**src/rtl/load_hazard_stall_ctrl.sv**
```systemverilog
// Load-use hazard controller beside ID/EX: detects a load in EX feeding an ID source,
// holds PC and IF/ID and bubbles EX for LOAD_LAT cycles, honouring a global freeze.
module load_hazard_stall_ctrl #(
    parameter int REG_ADDR_W = 5,
    parameter int LOAD_LAT   = 1,
    parameter int LAT_W      = 4,
    parameter int CNT_W      = 32,
    parameter int ZERO_REG   = 1
) (
    input  logic                  clk_i,
    input  logic                  rst_i,
    input  logic                  MemStall_i,
    input  logic                  MemReadSignal_i,
    input  logic [REG_ADDR_W-1:0] RD_i,
    input  logic [REG_ADDR_W-1:0] RS1_i,
    input  logic [REG_ADDR_W-1:0] RS2_i,
    input  logic                  RS1Used_i,
    input  logic                  RS2Used_i,
    output logic                  noOpSignal_o,
    output logic                  stallSignal_o,
    output logic                  PCWriteSignal_o,
    output logic [CNT_W-1:0]      StallCycles_o
);

    // A zero latency makes no sense for a load; fall back to the classic single bubble.
    localparam int LAT_EFF = (LOAD_LAT < 1) ? 1 : LOAD_LAT;
    localparam bit MULTI_CYCLE = (LAT_EFF > 1);
    localparam logic [LAT_W-1:0] LAT_INIT = LAT_W'(LAT_EFF - 1);
    localparam logic [LAT_W-1:0] LAT_ONE  = LAT_W'(1);

    typedef enum logic {
        IDLE  = 1'b0,
        STALL = 1'b1
    } state_t;

    state_t           state_q, state_d;
    logic [LAT_W-1:0] cnt_q, cnt_d;
    logic [CNT_W-1:0] stall_cycles_q, stall_cycles_d;

    logic rd_valid;
    logic rs1_hit;
    logic rs2_hit;
    logic hit;
    logic hold_pipe;

    always_comb begin
        rd_valid = (RD_i != '0) || (ZERO_REG == 0);
        rs1_hit  = RS1Used_i && (RS1_i == RD_i);
        rs2_hit  = RS2Used_i && (RS2_i == RD_i);
        hit      = MemReadSignal_i && rd_valid && (rs1_hit || rs2_hit);
    end

    // In STALL the hazard inputs are ignored; in IDLE detection drives outputs the same cycle.
    always_comb begin
        hold_pipe = 1'b0;
        if (rst_i) begin
            hold_pipe = (state_q == STALL) || hit;
        end
        noOpSignal_o    = hold_pipe;
        stallSignal_o   = hold_pipe;
        PCWriteSignal_o = ~hold_pipe;
    end

    always_comb begin
        state_d = state_q;
        cnt_d   = cnt_q;
        if (!MemStall_i) begin
            case (state_q)
                IDLE: begin
                    if (hit && MULTI_CYCLE) begin
                        state_d = STALL;
                        cnt_d   = LAT_INIT;
                    end
                end
                STALL: begin
                    if (cnt_q == LAT_ONE) begin
                        state_d = IDLE;
                        cnt_d   = '0;
                    end else begin
                        cnt_d = cnt_q - LAT_ONE;
                    end
                end
                default: begin
                    state_d = IDLE;
                    cnt_d   = '0;
                end
            endcase
        end
    end

    // Performance counter saturates rather than wrapping so long runs stay meaningful.
    always_comb begin
        stall_cycles_d = stall_cycles_q;
        if (stallSignal_o && !MemStall_i && !(&stall_cycles_q)) begin
            stall_cycles_d = stall_cycles_q + CNT_W'(1);
        end
    end

    always_ff @(posedge clk_i) begin
        if (!rst_i) begin
            state_q        <= IDLE;
            cnt_q          <= '0;
            stall_cycles_q <= '0;
        end else begin
            state_q        <= state_d;
            cnt_q          <= cnt_d;
            stall_cycles_q <= stall_cycles_d;
        end
    end

    assign StallCycles_o = stall_cycles_q;

endmodule
```
**config.mk**
```make
export PLATFORM = sky130hd
export DESIGN_NAME = load_hazard_stall_ctrl
export DESIGN_NICKNAME = d
export VERILOG_FILES = /design/src/rtl/load_hazard_stall_ctrl.sv
export SDC_FILE = /design/constraint.sdc
export NUM_CORES = 1
export LEC_CHECK = 0
export CAP_MARGIN = 40
export CORE_ASPECT_RATIO = 1.4
export CORE_MARGIN = 2
export CORE_UTILIZATION = 50
export CTS_BUF_LIST = sky130_fd_sc_hd__clkbuf_8
export DETAILED_ROUTE_END_ITERATION = 8
export PLACE_DENSITY = 0.94
export SETUP_SLACK_MARGIN = 0.1
export SYNTH_ARGS = -nofsm -noshare
export SYNTH_HDL_FRONTEND = slang
export SYNTH_SLANG_ARGS = --single-unit
```
**constraint.sdc**
```tcl
create_clock -name clk_i -period 2.1 [get_ports clk_i]
set_input_delay 0.21 -clock clk_i [delete_from_list [all_inputs] [get_ports clk_i]]
set_output_delay 0.21 -clock clk_i [all_outputs]
set_load 0.02 [all_outputs]
```
## Yosys cells after proc, flatten, opt, wreduce, memory -nomap -nowiden

Index checks and enable logic that the tools add are counted.

| operators by class | value |
|---|---|
| add/sub/neg operators | 2 |
| $mul | 0 |
| div/mod/pow operators | 0 |
| magnitude comparators | 0 |
| equal/unequal tests | 3 |
| shift-type cells | 0 |
| muxes and demuxes | 4 |
| bitwise operators | 2 |
| reduce and logical (&&, ||, !) cells | 13 |

Operators with widths:

| kind | count |
|---|---|
| adder 32 x 1 -> 32 bit (second input constant) | 1 |
| AND reduction 32 bit | 1 |
| == test 5 bit | 2 |
| logical AND 1 bit | 6 |
| nonzero test 5 bit | 1 |
| == test 4 x 1 -> 1 bit (second input constant) | 1 |
| two-way mux 4 bit | 1 |
| subtractor 4 x 1 -> 4 bit (second input constant) | 1 |
| two-way mux 1 bit | 3 |
| logical NOT 1 bit | 2 |
| logical OR 1 bit | 2 |
| inverter 1 bit | 2 |
| AND reduction 2 bit | 1 |

| word-level totals | value |
|---|---|
| register bits | 37 |
| latch bits | 0 |
| RAM bits | 0 |
| bits in read-only memories | 0 |
| bits of input ports | 21 |
| output and inout port bits | 35 |
| word-level logic and storage cells | 27 |
| memories | 0 |

## Logic depth before layout (Yosys ltp)

| depth | value |
|---|---|
| depth in word-level cells | 8 |
| gate-level depth with buffers | 9 |

## Worst setup path after synthesis

No wires, ideal clock.

| path | value |
|---|---|
| path kind | register to register |
| start | register stall_cycles_q[9], in the netlist StallCycles_o[9] |
| end | register stall_cycles_q[31], in the netlist StallCycles_o[31] |
| library setup time | 0.115 ns |
| data arrival time | 1.999 ns |
| data required time | 1.985 ns |
| path slack | -0.013 ns |
| stages on the path, launching flop included | 8 |
| cells stage by stage | dfxtp_1 -> and4_4 -> and3_1 -> buf_6 -> nand2_2 -> or4_4 -> o31a_2 -> o21a_1 |

| on the way | value |
|---|---|
| cells in the longest elaborated chain, start to end | 3 |
| elaborated cells on any way between the ends | 4 |
| classes of those cells | add/sub: 1; reduce/logical: 3 |

Ends and longest elaborated chain:

| item | RTL line | text |
|---|---|---|
| start: declaration | 38 | `logic [CNT_W-1:0] stall_cycles_q, stall_cycles_d;` |
| start signal: assignment | 107 | `stall_cycles_q <= stall_cycles_d;` |
| branches (longest 3 deep; another with adder 32 x 1 -> 32 bit) | n/a |  |

Parallel ways; which one is timed is not known.
A chain may end at the register's enable or synchronous reset.

## Final worst setup path

| path | value |
|---|---|
| start | input port RD_i[2] |
| end | output port noOpSignal_o |

| on the way | value |
|---|---|
| cells in the longest elaborated chain, start to end | 6 |
| elaborated cells on any way between the ends | 10 |
| classes of those cells | eq/ne: 2; mux: 1; reduce/logical: 7 |

Ends and longest elaborated chain:

| item | RTL line | text |
|---|---|---|
| start: declaration | 14 | `input logic [REG_ADDR_W-1:0] RD_i,` |
| == test 5 bit, on equally long branches | 48, 49 |  |
| logical AND 1 bit, on equally long branches | 48, 49 |  |
| logical OR 1 bit | 50 | `hit = MemReadSignal_i && rd_valid && (rs1_hit \|\| rs2_hit);` |
| logical AND 1 bit (*) | 50 |  |
| logical OR 1 bit (*) | 57 | `hold_pipe = (state_q == STALL) \|\| hit;` |
| two-way mux 1 bit (*) | 56 | `if (rst_i) begin` |
| end: declaration | 19 | `output logic noOpSignal_o,` |

Mark *: on every way between the ends. The rest lies on a longest branch, timed or not.

==> results.yml <==
finish:
  layout_common_cells: "clkdlybuf4s50_1, buf_4, nand2_1, dfxtp_1"
  n_antenna_cell: 0
  drive_gt1_share_pct: 28.86
  areaGrowthSynthToFinish_pct: 54.26
  utilization_pct: 80.72
  fin_nets: 367
  final_cells: 386
clocking:
  cts.path.max_buffers: 2
  clkTransAtPathRegs_ps: 70
  cts_sinks: 37
  cts-htree-levels: 2
  cts_tree: "built"
  postCtsHoldBufs: 0
  insertion_delay_ps: 290
  cts_root_buf: "clkbuf_8"
  cts_buffers: 5
synth:
  synth_cell_types: 44
  syn-mean-instance-area_sq_um: 8.143
  synth_nets: 278
  yosys.area.top_type: "dfxtp_1"
  async_flop_share_pct: 0
  ys.flop_type: "dfxtp_1"
  synth_edf_count: 0
  seq_area_frac_synth_pct: 35.81
  syn_area_sq_um: 2068
  yosys.area.top_type_share_pct: 35.81
  yosys_warnings: 0
  synth_area_leaders: "dfxtp_1, a21oi_1, nand2_1, xnor2_1, o31ai_1"
  syn_inst: 254
  ys_ff_latch: 37
sta:
  fin_tns_setup_ps: 0
  grt_setup_unrepaired: "yes"
  worst_slew_pin_slew_ps: 326.5
  fin_hold_ws_ps: 494.5
  slew_headroom_pct: 78.23
  max_freq_ghz: 0.4993
  fin_crit_ps: 2003
  timing.final.max_slew_violations: 0
  finalCritPeriodShare_pct: 95.36
  hold_viol_final: 0
  setup_viol: 0
  fin_skew_ps: 5.645
global_routing:
  grt_usage_pct: 28.04
  grt_max_degree: 24
  antenna_found_initial: 0
  overflow: 0
  grt_pass1_wl_microns: 10160
  grt_pass1_vias: 2332
setup_path:
  path_depth: 7
  max_stage_delay_ps: 530
  r2r.worst_path.cells: 7
  cp_top_family: "simple AND/OR/NAND/NOR gates"
  critPathBufInv: 3
  path_max_fanout: 3
  crit_required_ps: 1890
  criticalPathCategory: "in -> out"
  cpMaxStageDelayCell: "or4_4"
  r2r_end: "StallCycles_o[22]"
  cp-startpoint: "RD_i[2]"
  r2r-start: "StallCycles_o[6]"
  arrival_ps: 1790
  crit_path_end_kind: "primary output"
  start_kind: "input port"
  r2r_setup_slack_ps: 100
  worstPathCellList: "dlygate4sd2_1 -> or4_4 -> o21a_1 -> a21oi_2 -> nand2b_4 -> inv_1 -> buf_4"
  crit_end: "noOpSignal_o"
drt:
  route.detailed.drc: 0
  avgViaCountPerCell: 6.425
  drt_iter0_markers: 191
  drtAntennaViolNets: 0
  wire_per_inst_microns: 18.24
  wirelength_microns: 7039
  first_pass_iters: 5
  via_count: 2480
floorplanning:
  ios: 56
  rows: 27
  chipWidth_microns: 58.36
  die_height_microns: 80.10
  die_area_sq_um: 4674
  coreArea_sq_um: 3953
  initial_core_util_pct: 52.33
job:
  max_cap_violations: 0
power:
  power_leakage_nw: 1.194
  p_per_area_nw_per_um2: 416.8
  peakVddDrop_uv: 552.3
  power_mw: 1.330
placed_design:
  gp_congestion: 0.8683
  dpl.cell_count: 373
  dp_hpwl_microns: 4549
  port-buffer-count: 55
hold_path:
  hold_path_class: "reg -> reg"
outcome:
  status: "completed"
repair_timing:
| item | CTS | global route |
|---|---|---|
| gates resized for setup | 34 | 37 |
| endpoints found under the setup margin | 26 | 28 |
| cloned | 0 | 0 |
| buffers inserted | 1 | 5 |
| pin swaps | 8 | 19 |
worst min path at each step:
stage,start,end,depth (start not counted)
4_1_cts,StallCycles_o[13],StallCycles_o[13],2
2_1_floorplan,rst_i,StallCycles_o[11],2
3_3_place_gp,StallCycles_o[16],StallCycles_o[16],2
3_5_place_dp,state_q,state_q,1
6_report,StallCycles_o[23],StallCycles_o[23],2
5_1_grt,StallCycles_o[25],StallCycles_o[25],2
sequential cells by signal (all words and copies together) (netlist names):
register       flops
state_q            1
StallCycles_o     32
cnt_q              4
logic make-up after synthesis:
group	count (synthesis)	share of synthesized area, %
xor+xnor	11	4.658
simple gates	119	32.06
fa+ha+maj	3	1.815
mux	7	3.388
compound gates	57	17.60
buf+inv	20	4.659
flops	37	35.81
final cells by class:
cell class | count | area [sq um]
inverters | 5 | 18.77
flip-flops and latches | 37 | 767.0
multi-input cells | 197 | 1373
repair buffers | 97 | 892.1
well taps | 43 | 53.80
clock buffers | 6 | 82.58
clock inverters | 1 | 3.754
fillers | 232 | 762.0
synthesized netlist by cell type, types with 7 or more instances:
master     n
dfxtp_1   37
nand2_1   26
a21oi_1   21
nand3_1   16
nand4_1   12
nand2b_1  11
o31ai_1   11
xnor2_1   11
or4_1     10
nor2_1     9
o21ai_0    8
clkbuf_1   7
mux2i_1    7
power breakdown:
group / switching [mW] / leakage [nW] / internal [mW]
registers: 0.000178 / 0.306 / 0.697
clock network: 0.246 / 0.0485 / 0.255
logic: 0.0585 / 0.839 / 0.0722
metrics by stage:
| step | cell area [sq um] | setup WS (ps) |
|---|---|---|
| 5_1_grt | 3191 | 23.25 |
| 3_3_place_gp | 2875 | -487.7 |
| 6_report | 3191 | 97.38 |
| 3_5_place_dp | 2875 | -503.5 |
| 2_1_floorplan | 2078 | 103.5 |
| 4_1_cts | 3034 | 126.8 |
metal layers:
layer	vias to the layer above	wire length, microns	global-route usage (%)
li1	1125	-	-
met1	1155	2381	28.71
met2	158	3736	51.46
met3	42	592	6.119
met4	0	328	14.65
met5	-	0	0
worst min-delay path: stages, from the launching register on:
cell	delay, ps
dfxtp_1	330
nand2_1	60
mux2i_1	60
(Power assumes the default switching activity.)
